### config.mk
export PLATFORM = sky130hd
export DESIGN_NAME = vga_timing_multi
export DESIGN_NICKNAME = d
export VERILOG_FILES = /design/src/rtl/vga_pkg.sv /design/src/rtl/vga_timing_multi.sv
export SDC_FILE = /design/constraint.sdc
export NUM_CORES = 1
export LEC_CHECK = 0
export ABC_AREA = 0
export BUFFER_PORTS_ARGS = -buffer_cell sky130_fd_sc_hd__buf_2
export CAP_MARGIN = 20
export CORE_UTILIZATION = 35
export DETAILED_ROUTE_END_ITERATION = 8
export PLACE_DENSITY = 0.56
export SETUP_SLACK_MARGIN = 0.05
export SLEW_MARGIN = 25
export SYNTH_ARGS = -nofsm -noshare
export SYNTH_HDL_FRONTEND = slang
export SYNTH_SLANG_ARGS = --single-unit
### constraint.sdc
create_clock -name clk -period 4.6 [get_ports clk]
set_input_delay 0.46 -clock clk [delete_from_list [all_inputs] [get_ports clk]]
set_output_delay 0.46 -clock clk [all_outputs]
set_load 0.01 [all_outputs]
### src/rtl/vga_pkg.sv
`default_nettype none
// ============================================================================
// Module   : vga_pkg
// Brief    : VGA mode descriptor type, mode table and shared timing helpers.
// Revision : 1.0 - multi-mode table added alongside the legacy 800x600 aliases
// ============================================================================
package vga_pkg;

    localparam int VGA_NUM_MODES = 2;
    localparam int VGA_CNT_W     = 11;

    typedef struct packed {
        logic [VGA_CNT_W-1:0] h_active;
        logic [VGA_CNT_W-1:0] h_total;
        logic [VGA_CNT_W-1:0] h_sync_start;
        logic [VGA_CNT_W-1:0] h_sync_end;
        logic [VGA_CNT_W-1:0] v_active;
        logic [VGA_CNT_W-1:0] v_total;
        logic [VGA_CNT_W-1:0] v_sync_start;
        logic [VGA_CNT_W-1:0] v_sync_end;
        logic                 hsync_pol;
        logic                 vsync_pol;
    } vga_mode_t;

    localparam vga_mode_t MODE_800X600_60 = '{
        h_active: 11'd800, h_total: 11'd1056, h_sync_start: 11'd840, h_sync_end: 11'd967,
        v_active: 11'd600, v_total: 11'd628,  v_sync_start: 11'd601, v_sync_end: 11'd604,
        hsync_pol: 1'b1, vsync_pol: 1'b1
    };

    localparam vga_mode_t MODE_640X480_60 = '{
        h_active: 11'd640, h_total: 11'd800,  h_sync_start: 11'd656, h_sync_end: 11'd751,
        v_active: 11'd480, v_total: 11'd525,  v_sync_start: 11'd490, v_sync_end: 11'd491,
        hsync_pol: 1'b0, vsync_pol: 1'b0
    };

    // Index 0 sits in the low bits of the packed table.
    localparam vga_mode_t [VGA_NUM_MODES-1:0] VGA_MODES = {MODE_640X480_60, MODE_800X600_60};

    localparam int HOR_ACTIVE     = int'(VGA_MODES[0].h_active);
    localparam int HOR_TOTAL      = int'(VGA_MODES[0].h_total);
    localparam int HOR_SYNC_START = int'(VGA_MODES[0].h_sync_start);
    localparam int HOR_SYNC_END   = int'(VGA_MODES[0].h_sync_end);
    localparam int VER_ACTIVE     = int'(VGA_MODES[0].v_active);
    localparam int VER_TOTAL      = int'(VGA_MODES[0].v_total);
    localparam int VER_SYNC_START = int'(VGA_MODES[0].v_sync_start);
    localparam int VER_SYNC_END   = int'(VGA_MODES[0].v_sync_end);

    function automatic logic in_window(input logic [31:0] val, input logic [31:0] lo,
                                       input logic [31:0] hi);
        return (val >= lo) && (val <= hi);
    endfunction

endpackage
`default_nettype wire

### src/rtl/vga_timing_multi.sv
`default_nettype none
// ============================================================================
// Module   : vga_timing_multi
// Brief    : Multi-mode VGA timing generator with frame-boundary mode switching.
// Revision : 1.0 - initial multi-mode release
// ============================================================================
module vga_timing_multi
    import vga_pkg::*;
#(
    parameter int                        NUM_MODES  = VGA_NUM_MODES,
    parameter int                        CNT_W      = VGA_CNT_W,
    parameter int                        MODE_RST   = 0,
    parameter vga_mode_t [NUM_MODES-1:0] MODE_TABLE = VGA_MODES,
    localparam int                       MODE_W     = (NUM_MODES > 1) ? $clog2(NUM_MODES) : 1
) (
    input  logic              clk,
    input  logic              rst,
    input  logic [MODE_W-1:0] mode_sel,
    input  logic              en,
    output logic [CNT_W-1:0]  hcount,
    output logic [CNT_W-1:0]  vcount,
    output logic              hsync,
    output logic              vsync,
    output logic              hblnk,
    output logic              vblnk,
    output logic              frame_start,
    output logic [MODE_W-1:0] active_mode,
    output logic              mode_pending
);

    localparam logic [MODE_W-1:0] c_mode_rst   = MODE_W'(MODE_RST);
    localparam logic              c_hsync_idle = ~MODE_TABLE[MODE_RST].hsync_pol;
    localparam logic              c_vsync_idle = ~MODE_TABLE[MODE_RST].vsync_pol;

    logic [CNT_W-1:0]  r_hcount_q, w_hcount_d;
    logic [CNT_W-1:0]  r_vcount_q, w_vcount_d;
    logic [MODE_W-1:0] r_active_mode_q, w_active_mode_d;
    logic [MODE_W-1:0] r_pending_mode_q, w_pending_mode_d;
    logic              r_mode_pending_q, w_mode_pending_d;
    logic              r_hsync_q, w_hsync_d;
    logic              r_vsync_q, w_vsync_d;
    logic              r_hblnk_q, w_hblnk_d;
    logic              r_vblnk_q, w_vblnk_d;
    logic              r_frame_start_q, w_frame_start_d;
    logic              w_sel_valid;
    logic              w_h_last;
    logic              w_v_last;

    always_comb begin
        w_hcount_d       = r_hcount_q;
        w_vcount_d       = r_vcount_q;
        w_active_mode_d  = r_active_mode_q;
        w_pending_mode_d = r_pending_mode_q;
        w_mode_pending_d = r_mode_pending_q;

        w_sel_valid = 32'(mode_sel) < 32'(NUM_MODES);
        w_h_last    = 32'(r_hcount_q) == 32'(MODE_TABLE[r_active_mode_q].h_total) - 32'd1;
        w_v_last    = 32'(r_vcount_q) == 32'(MODE_TABLE[r_active_mode_q].v_total) - 32'd1;

        if (en) begin
            if (w_sel_valid) begin
                w_pending_mode_d = mode_sel;
                w_mode_pending_d = (mode_sel != r_active_mode_q);
            end
            if (w_h_last) begin
                w_hcount_d = '0;
                if (w_v_last) begin
                    w_vcount_d = '0;
                    // A request seen on the last pixel itself lands on this boundary.
                    if (w_mode_pending_d) begin
                        w_active_mode_d  = w_pending_mode_d;
                        w_mode_pending_d = 1'b0;
                    end
                end else begin
                    w_vcount_d = r_vcount_q + CNT_W'(1);
                end
            end else begin
                w_hcount_d = r_hcount_q + CNT_W'(1);
            end
        end

        // Decode from next-state values so every output lines up with its counters.
        w_hsync_d = in_window(32'(w_hcount_d),
                              32'(MODE_TABLE[w_active_mode_d].h_sync_start),
                              32'(MODE_TABLE[w_active_mode_d].h_sync_end))
                    ? MODE_TABLE[w_active_mode_d].hsync_pol
                    : ~MODE_TABLE[w_active_mode_d].hsync_pol;
        w_vsync_d = in_window(32'(w_vcount_d),
                              32'(MODE_TABLE[w_active_mode_d].v_sync_start),
                              32'(MODE_TABLE[w_active_mode_d].v_sync_end))
                    ? MODE_TABLE[w_active_mode_d].vsync_pol
                    : ~MODE_TABLE[w_active_mode_d].vsync_pol;
        w_hblnk_d       = 32'(w_hcount_d) >= 32'(MODE_TABLE[w_active_mode_d].h_active);
        w_vblnk_d       = 32'(w_vcount_d) >= 32'(MODE_TABLE[w_active_mode_d].v_active);
        w_frame_start_d = (w_hcount_d == '0) && (w_vcount_d == '0);
    end

    always_ff @(posedge clk) begin
        if (rst) begin
            r_hcount_q       <= '0;
            r_vcount_q       <= '0;
            r_active_mode_q  <= c_mode_rst;
            r_pending_mode_q <= c_mode_rst;
            r_mode_pending_q <= 1'b0;
            r_hsync_q        <= c_hsync_idle;
            r_vsync_q        <= c_vsync_idle;
            r_hblnk_q        <= 1'b0;
            r_vblnk_q        <= 1'b0;
            r_frame_start_q  <= 1'b1;
        end else begin
            r_hcount_q       <= w_hcount_d;
            r_vcount_q       <= w_vcount_d;
            r_active_mode_q  <= w_active_mode_d;
            r_pending_mode_q <= w_pending_mode_d;
            r_mode_pending_q <= w_mode_pending_d;
            r_hsync_q        <= w_hsync_d;
            r_vsync_q        <= w_vsync_d;
            r_hblnk_q        <= w_hblnk_d;
            r_vblnk_q        <= w_vblnk_d;
            r_frame_start_q  <= w_frame_start_d;
        end
    end

    assign hcount       = r_hcount_q;
    assign vcount       = r_vcount_q;
    assign hsync        = r_hsync_q;
    assign vsync        = r_vsync_q;
    assign hblnk        = r_hblnk_q;
    assign vblnk        = r_vblnk_q;
    assign frame_start  = r_frame_start_q;
    assign active_mode  = r_active_mode_q;
    assign mode_pending = r_mode_pending_q;

endmodule
`default_nettype wire
## After elaboration in Yosys (flattened, before gate mapping)

Index checks and enable logic that the tools add are counted.
Widths: inputs -> output; s select.

- $add $sub $neg: 4
- $lt $le $gt $ge: 8
- Equality and inequality tests: 3
- Muxes and demuxes: 18
- Bitwise gates (word level): 2
- Reduce and logical (&&, ||, !) cells: 5

Operator list:

| operator | count |
|---|---|
| $mux 79 | 2 |
| $mux 90 | 1 |
| $mux 88 | 1 |
| $eq 11x32->1 | 2 |
| $mux 11 | 5 |
| $ge 11x11->1 | 4 |
| $sub 11x1->12 const B | 2 |
| $add 11x1->11 const B | 2 |
| $le 11x11->1 | 2 |
| $logic_not 11->1 | 2 |
| $mux 1 | 9 |
| $lt 1x2->1 const B | 2 |
| $logic_and 1x1->1 | 3 |
| $not 1->1 | 2 |
| $ne 1x1->1 | 1 |

- Flip-flop bits (word level): 29
- Input port bits: 4
- Word-level logic and storage cells: 49

## Depth between registers and ports, before layout

- Word-level depth: 12
- Mapped depth: 16
- Gate-level depth less buffers: 14

## Least setup slack after synthesis

Ideal clock, no wire load.

- Kind: register to register
- Start: register r_hcount_q[0], in the netlist hcount[0]
- End: register r_vsync_q, in the netlist vsync
- Setup time: 0.123 ns
- Data arrival time: 4.052 ns
- Data required time: 4.477 ns
- Setup slack: 0.425 ns
- Cell stages (with the launch flop): 15
- Period minus slack after synthesis: 4.175 ns
- Path through: dfxtp_1 -> ha_1 -> or4b_4 -> a2111oi_4 -> clkbuf_1 -> nand3_1 -> o21ai_0 -> ha_1 -> a21o_1 -> a21o_1 -> inv_1 -> and3_1 -> mux2_4 -> nor4_2 -> mux2_1

- Elaborated cells on any way between the ends: 12
- Classes of those cells: order compare: 2; eq/ne: 1; mux: 7; bitwise: 1; reduce/logical: 1

RTL lines:

| element | RTL line | RTL |
|---|---|---|
| start, declared | vga_timing_multi.sv:35 | `logic [CNT_W-1:0] r_hcount_q, w_hcount_d;` |
| start signal, assigned | vga_timing_multi.sv:111 | `r_hcount_q <= w_hcount_d;` |
| $eq 11x32->1 * | vga_timing_multi.sv:57 | `w_h_last = 32'(r_hcount_q) == 32'(MODE_TABLE[r_active_mode_q].h_total) - 32'd1;` |
| $mux 11 * | vga_timing_multi.sv:65 | `if (w_h_last) begin` |
| $mux 11 * | vga_timing_multi.sv:60 | `if (en) begin` |
| named net w_vcount_d[8] | vga_timing_multi.sv:36 | `logic [CNT_W-1:0] r_vcount_q, w_vcount_d;` |
| $ge 11x11->1 or $le 11x11->1 (tied branches) | vga_pkg.sv:51 | `return (val >= lo) && (val <= hi);` |
| $logic_and 1x1->1 * | vga_pkg.sv:51 |  |
| $mux 1 * | vga_timing_multi.sv:91 | `? MODE_TABLE[w_active_mode_d].vsync_pol` |
| end signal, assigned | vga_timing_multi.sv:106 | `r_vsync_q <= c_vsync_idle;` |
| end signal, assigned | vga_timing_multi.sv:117 | `r_vsync_q <= w_vsync_d;` |
| end, declared | vga_timing_multi.sv:41 | `logic r_vsync_q, w_vsync_d;` |

Mark *: on every way through the listed nets, which the timed path passes. The rest lies on a longest branch. The select of a mux whose other input is x is not followed.
A chain may end at the register's enable or synchronous reset.

## Final worst setup path

- Start: register r_hcount_q[0], in the netlist hcount[0]
- End: register r_vsync_q, in the netlist vsync

- Cells in the longest elaborated chain, start to end: 8
- Elaborated cells on any way between the ends: 12
- Classes of those cells: order compare: 2; eq/ne: 1; mux: 7; bitwise: 1; reduce/logical: 1

RTL lines:

| element | RTL line | RTL |
|---|---|---|
| $eq 11x32->1 * | vga_timing_multi.sv:57 |  |
| $mux 1 * | vga_timing_multi.sv:65 |  |
| $mux 1 * | vga_timing_multi.sv:60 |  |
| named net w_active_mode_d | vga_timing_multi.sv:37 | `logic [MODE_W-1:0] r_active_mode_q, w_active_mode_d;` |
| $mux 88 * | -- |  |
| $mux 90 * | -- |  |
| $ge 11x11->1 or $le 11x11->1 (tied branches) | vga_pkg.sv:51 |  |
| $logic_and 1x1->1 | vga_pkg.sv:51 |  |
| $mux 1 * | vga_timing_multi.sv:91 |  |

Marked as above.

==> flow_summary_export.csv <==
group,metric,value,unit
status,status,"finished clean",
global_routing,grtUsageMet2,31.1,%
final_layout,stdcell_area,2510,um^2
timing,tns,0,ps
global_routing,grt_pass1_wl,10000,um
setup_path,cp-start-kind,"register",
setup_path,critical_path.endpoint,"vsync",
synth,yosysWarningCount,0,
placed_design,placed_cells,374,
synth,synth_edf_count,0,
clock_network,cts_root_buf,"clkbuf_8",
power,p_leak,1.08,nW
setup_path,crit_slowest_cell,"or4b_4",
setup_path,cp.depth,13,
setup_path,path_cells,"ha_1, or4b_4, a2111oi_4, nand3_2, mux2i_4, inv_2, ha_1, a21o_1, inv_1, and3_1, mux2_4, nor4_2, mux2_1",
final_layout,nets,324,
clock_network,clk_path_buf_depth,2,
synth,synth-main-ff-cell,"dfxtp_1",
floorplanning,die_h,80.1,um
run,maxCapViolations,0,
synth,ys_ff_latch,29,
synth,synthArstFlopShare,0,%
final_layout,instances_no_fill,382,
floorplanning,die_x,80.1,um
setup_path,cp-end-kind,"register",
placed_design,dpl.hpwl,4630,um
floorplanning,ios,33,
setup_path,rr_startpoint,"hcount[0]",
timing,fin_skew,3.17,ps
drt,routed_wl,6230,um
floorplanning,std_cell_rows,28,
timing,final-hold-violation-count,0,
setup_path,required,4770,ps
drt,drt_iter0_drc,159,
synth,synthTopCellsByArea,"dfxtp_1, ha_1, nor2_1, xnor2_1, nand2_1",
floorplanning,coreArea,5890,um^2
drt,vias,2151,
placed_design,place.gp.congestion,0.871,
setup_path,arrival,4420,ps
setup_path,cp_common_cell,"ha_1",
setup_path,regToRegEndpoint,"vsync",
setup_path,rrSetupSlack,360,ps
clock_network,clk_latency,290,ps
drt,vias_per_cell,5.63,
clock_network,cts_resized,0,
synth,syn_inst,267,
synth,yosys-top-cells-count,"dfxtp_1, nor2_1, nand2_1",
synth,synth.avg_cell_area,7.99,um^2
timing,worstMarginPinSlew,705,ps
placed_design,dp_slack,407,ps
drt,detail-route-antenna-nets,0,
synth,syn-num-nets,285,
timing,slew_headroom,52.9,%
floorplanning,die-area,6410,um^2
synth,synth.top_cell.area_share,27.2,%
timing,finalSetupViolCount,0,
final_layout,syn_to_final_growth,17.5,%
final_layout,antenna_cells,0,
clock_network,cts_setup_buffers,0,
setup_path,critPathLaunch,"hcount[0]",
final_layout,num-fill-cells,626,
power,pwr_density_cell,200,nW/um^2
global_routing,grt.busiest_layer,"met2",
setup_path,critical_path_buf_inv_count,2,
clock_network,cts_made_buffers,5,
timing,rsz0062_at_grt,"false",
power,peakVddDrop,0.0000916,V
placed_design,port_buffers,32,
setup_path,worst_r2r_path_depth,13,
synth,yosys.area.top_type,"dfxtp_1",
clock_network,cts.sinks,29,
drt,dr.pass1.iters,4,
drt,wire_per_inst,16.3,um
clock_network,postCtsHoldBufs,0,
timing,setup_ws,357,ps
global_routing,gr-usage-all-layers,20.8,%
floorplanning,floorplan.initialDensity,36.2,%
timing,timing.hold.ws,502,ps
global_routing,grt_pass1_vias,1925,
synth,synth-seq-area-share,27.2,%
global_routing,met3_usage,3.75,%
global_routing,grt_start_max_net_pins,30,
global_routing,use_met1,29.6,%
final_layout,drive_above_1_share,19.2,%
min_path,hold_class,"reg -> reg",
drt,drc,0,
global_routing,antenna_found_initial,0,
setup_path,crit_type,"reg -> reg",
clock_network,path_clk_slew,60,ps
timing,layout_worst_path_cycle_share,92.2,%
timing,fin_crit,4240,ps
timing,finalMaxSlewViolations,0,
setup_path,crit_family,"simple AND/OR/NAND/NOR gates",
setup_path,critPathMaxFanout,10,
synth,synth.most_common_cell,"dfxtp_1",
placed_design,dpl_cell_area,2420,um^2
clock_network,cts_tree,"built",
synth,syn_area,2130,um^2
setup_path,slowest_delay,520,ps
global_routing,grt_overflow,0,
clock_network,cts_max_level,2,
synth,yosysUniqueCellTypes,55,
timing,timing.fmax,236,MHz
[logic make-up (layout without fill, tap and decap cells)]
family	after synthesis	after routing	synth area share, %
AOI/OAI and AO/OA	60	60	20.2
muxes	5	5	3.28
xor gates and xnor gates	16	16	6.57
DFF	29	29	27.2
buffers and inverters	22	62	3.87
adders and majority gates	15	15	8.68
and+or+nand+nor	120	120	30.1
[cells in the final DEF (no fill, tap or decap), drive strengths merged, types with 3 or more instances in the layout]
cell type	instances
a21o	4
a31oi	4
a21oi	13
inv	12
clkbuf	8
xnor2	10
nand2b	3
xor2	6
nor3	10
and3	8
nand3	12
nor2b	9
nand4	8
nor4	6
ha	14
buf	42
o31ai	4
dfxtp	29
nand2	23
mux2	3
nor2	27
a2111oi	3
o21ai	11
a211oi	4
or3	3
[tightest hold or removal path, stage by stage, from the launching register on]
cell     delay (ps)
dfxtp_1         330
a21oi_1          60
nor2_1           80
[final cells by class]
| cell class | instances | area (um^2) | share of cell area (%) |
|---|---|---|---|
| clock buffers | 8 | 80.1 | 3.20 |
| inverters | 12 | 45.0 | 1.80 |
| multi-input cells | 216 | 1470 | 58.7 |
| flip-flops and latches | 29 | 581 | 23.2 |
| well taps | 75 | 93.8 | 3.74 |
| repair buffers | 42 | 235 | 9.39 |
[power by group]
group,internal (W),switching (W)
combinational,0.0000128,0.0000199
sequential,0.000255,0.00000529
clock,0.000107,0.000101
[layer usage]
metal  part of all wire (%)  vias up
met2                     44       46
met5                      0        -
met4                    1.5        0
li1                       -     1063
met3                    4.0        9
met1                     50     1033
[sequential cells by signal (all words and copies together) (netlist names)]
register / flops
hcount: 11
vcount: 11
active_mode: 1
frame_start: 1
hblnk: 1
hsync: 1
mode_pending: 1
vblnk: 1
vsync: 1
[how the worst min path moves through the flow]
stage	start	endpoint	cells past startpoint
finish	mode_pending	mode_pending	2
global route	mode_pending	mode_pending	2
CTS	mode_pending	mode_pending	2
detailed placement	mode_pending	mode_pending	2
global placement	mode_pending	mode_pending	2
floorplan	mode_pending	mode_pending	2
[through the flow]
step                      util (%)  total power, W
after global routing          42.6        0.000522
after floorplan                  -        0.000287
after CTS                     42.6        0.000506
final                         42.6        0.000501
after detailed placement      41.2        0.000298
after global placement        41.2        0.000298
No activity file was read; power rests on OpenSTA's default activity.
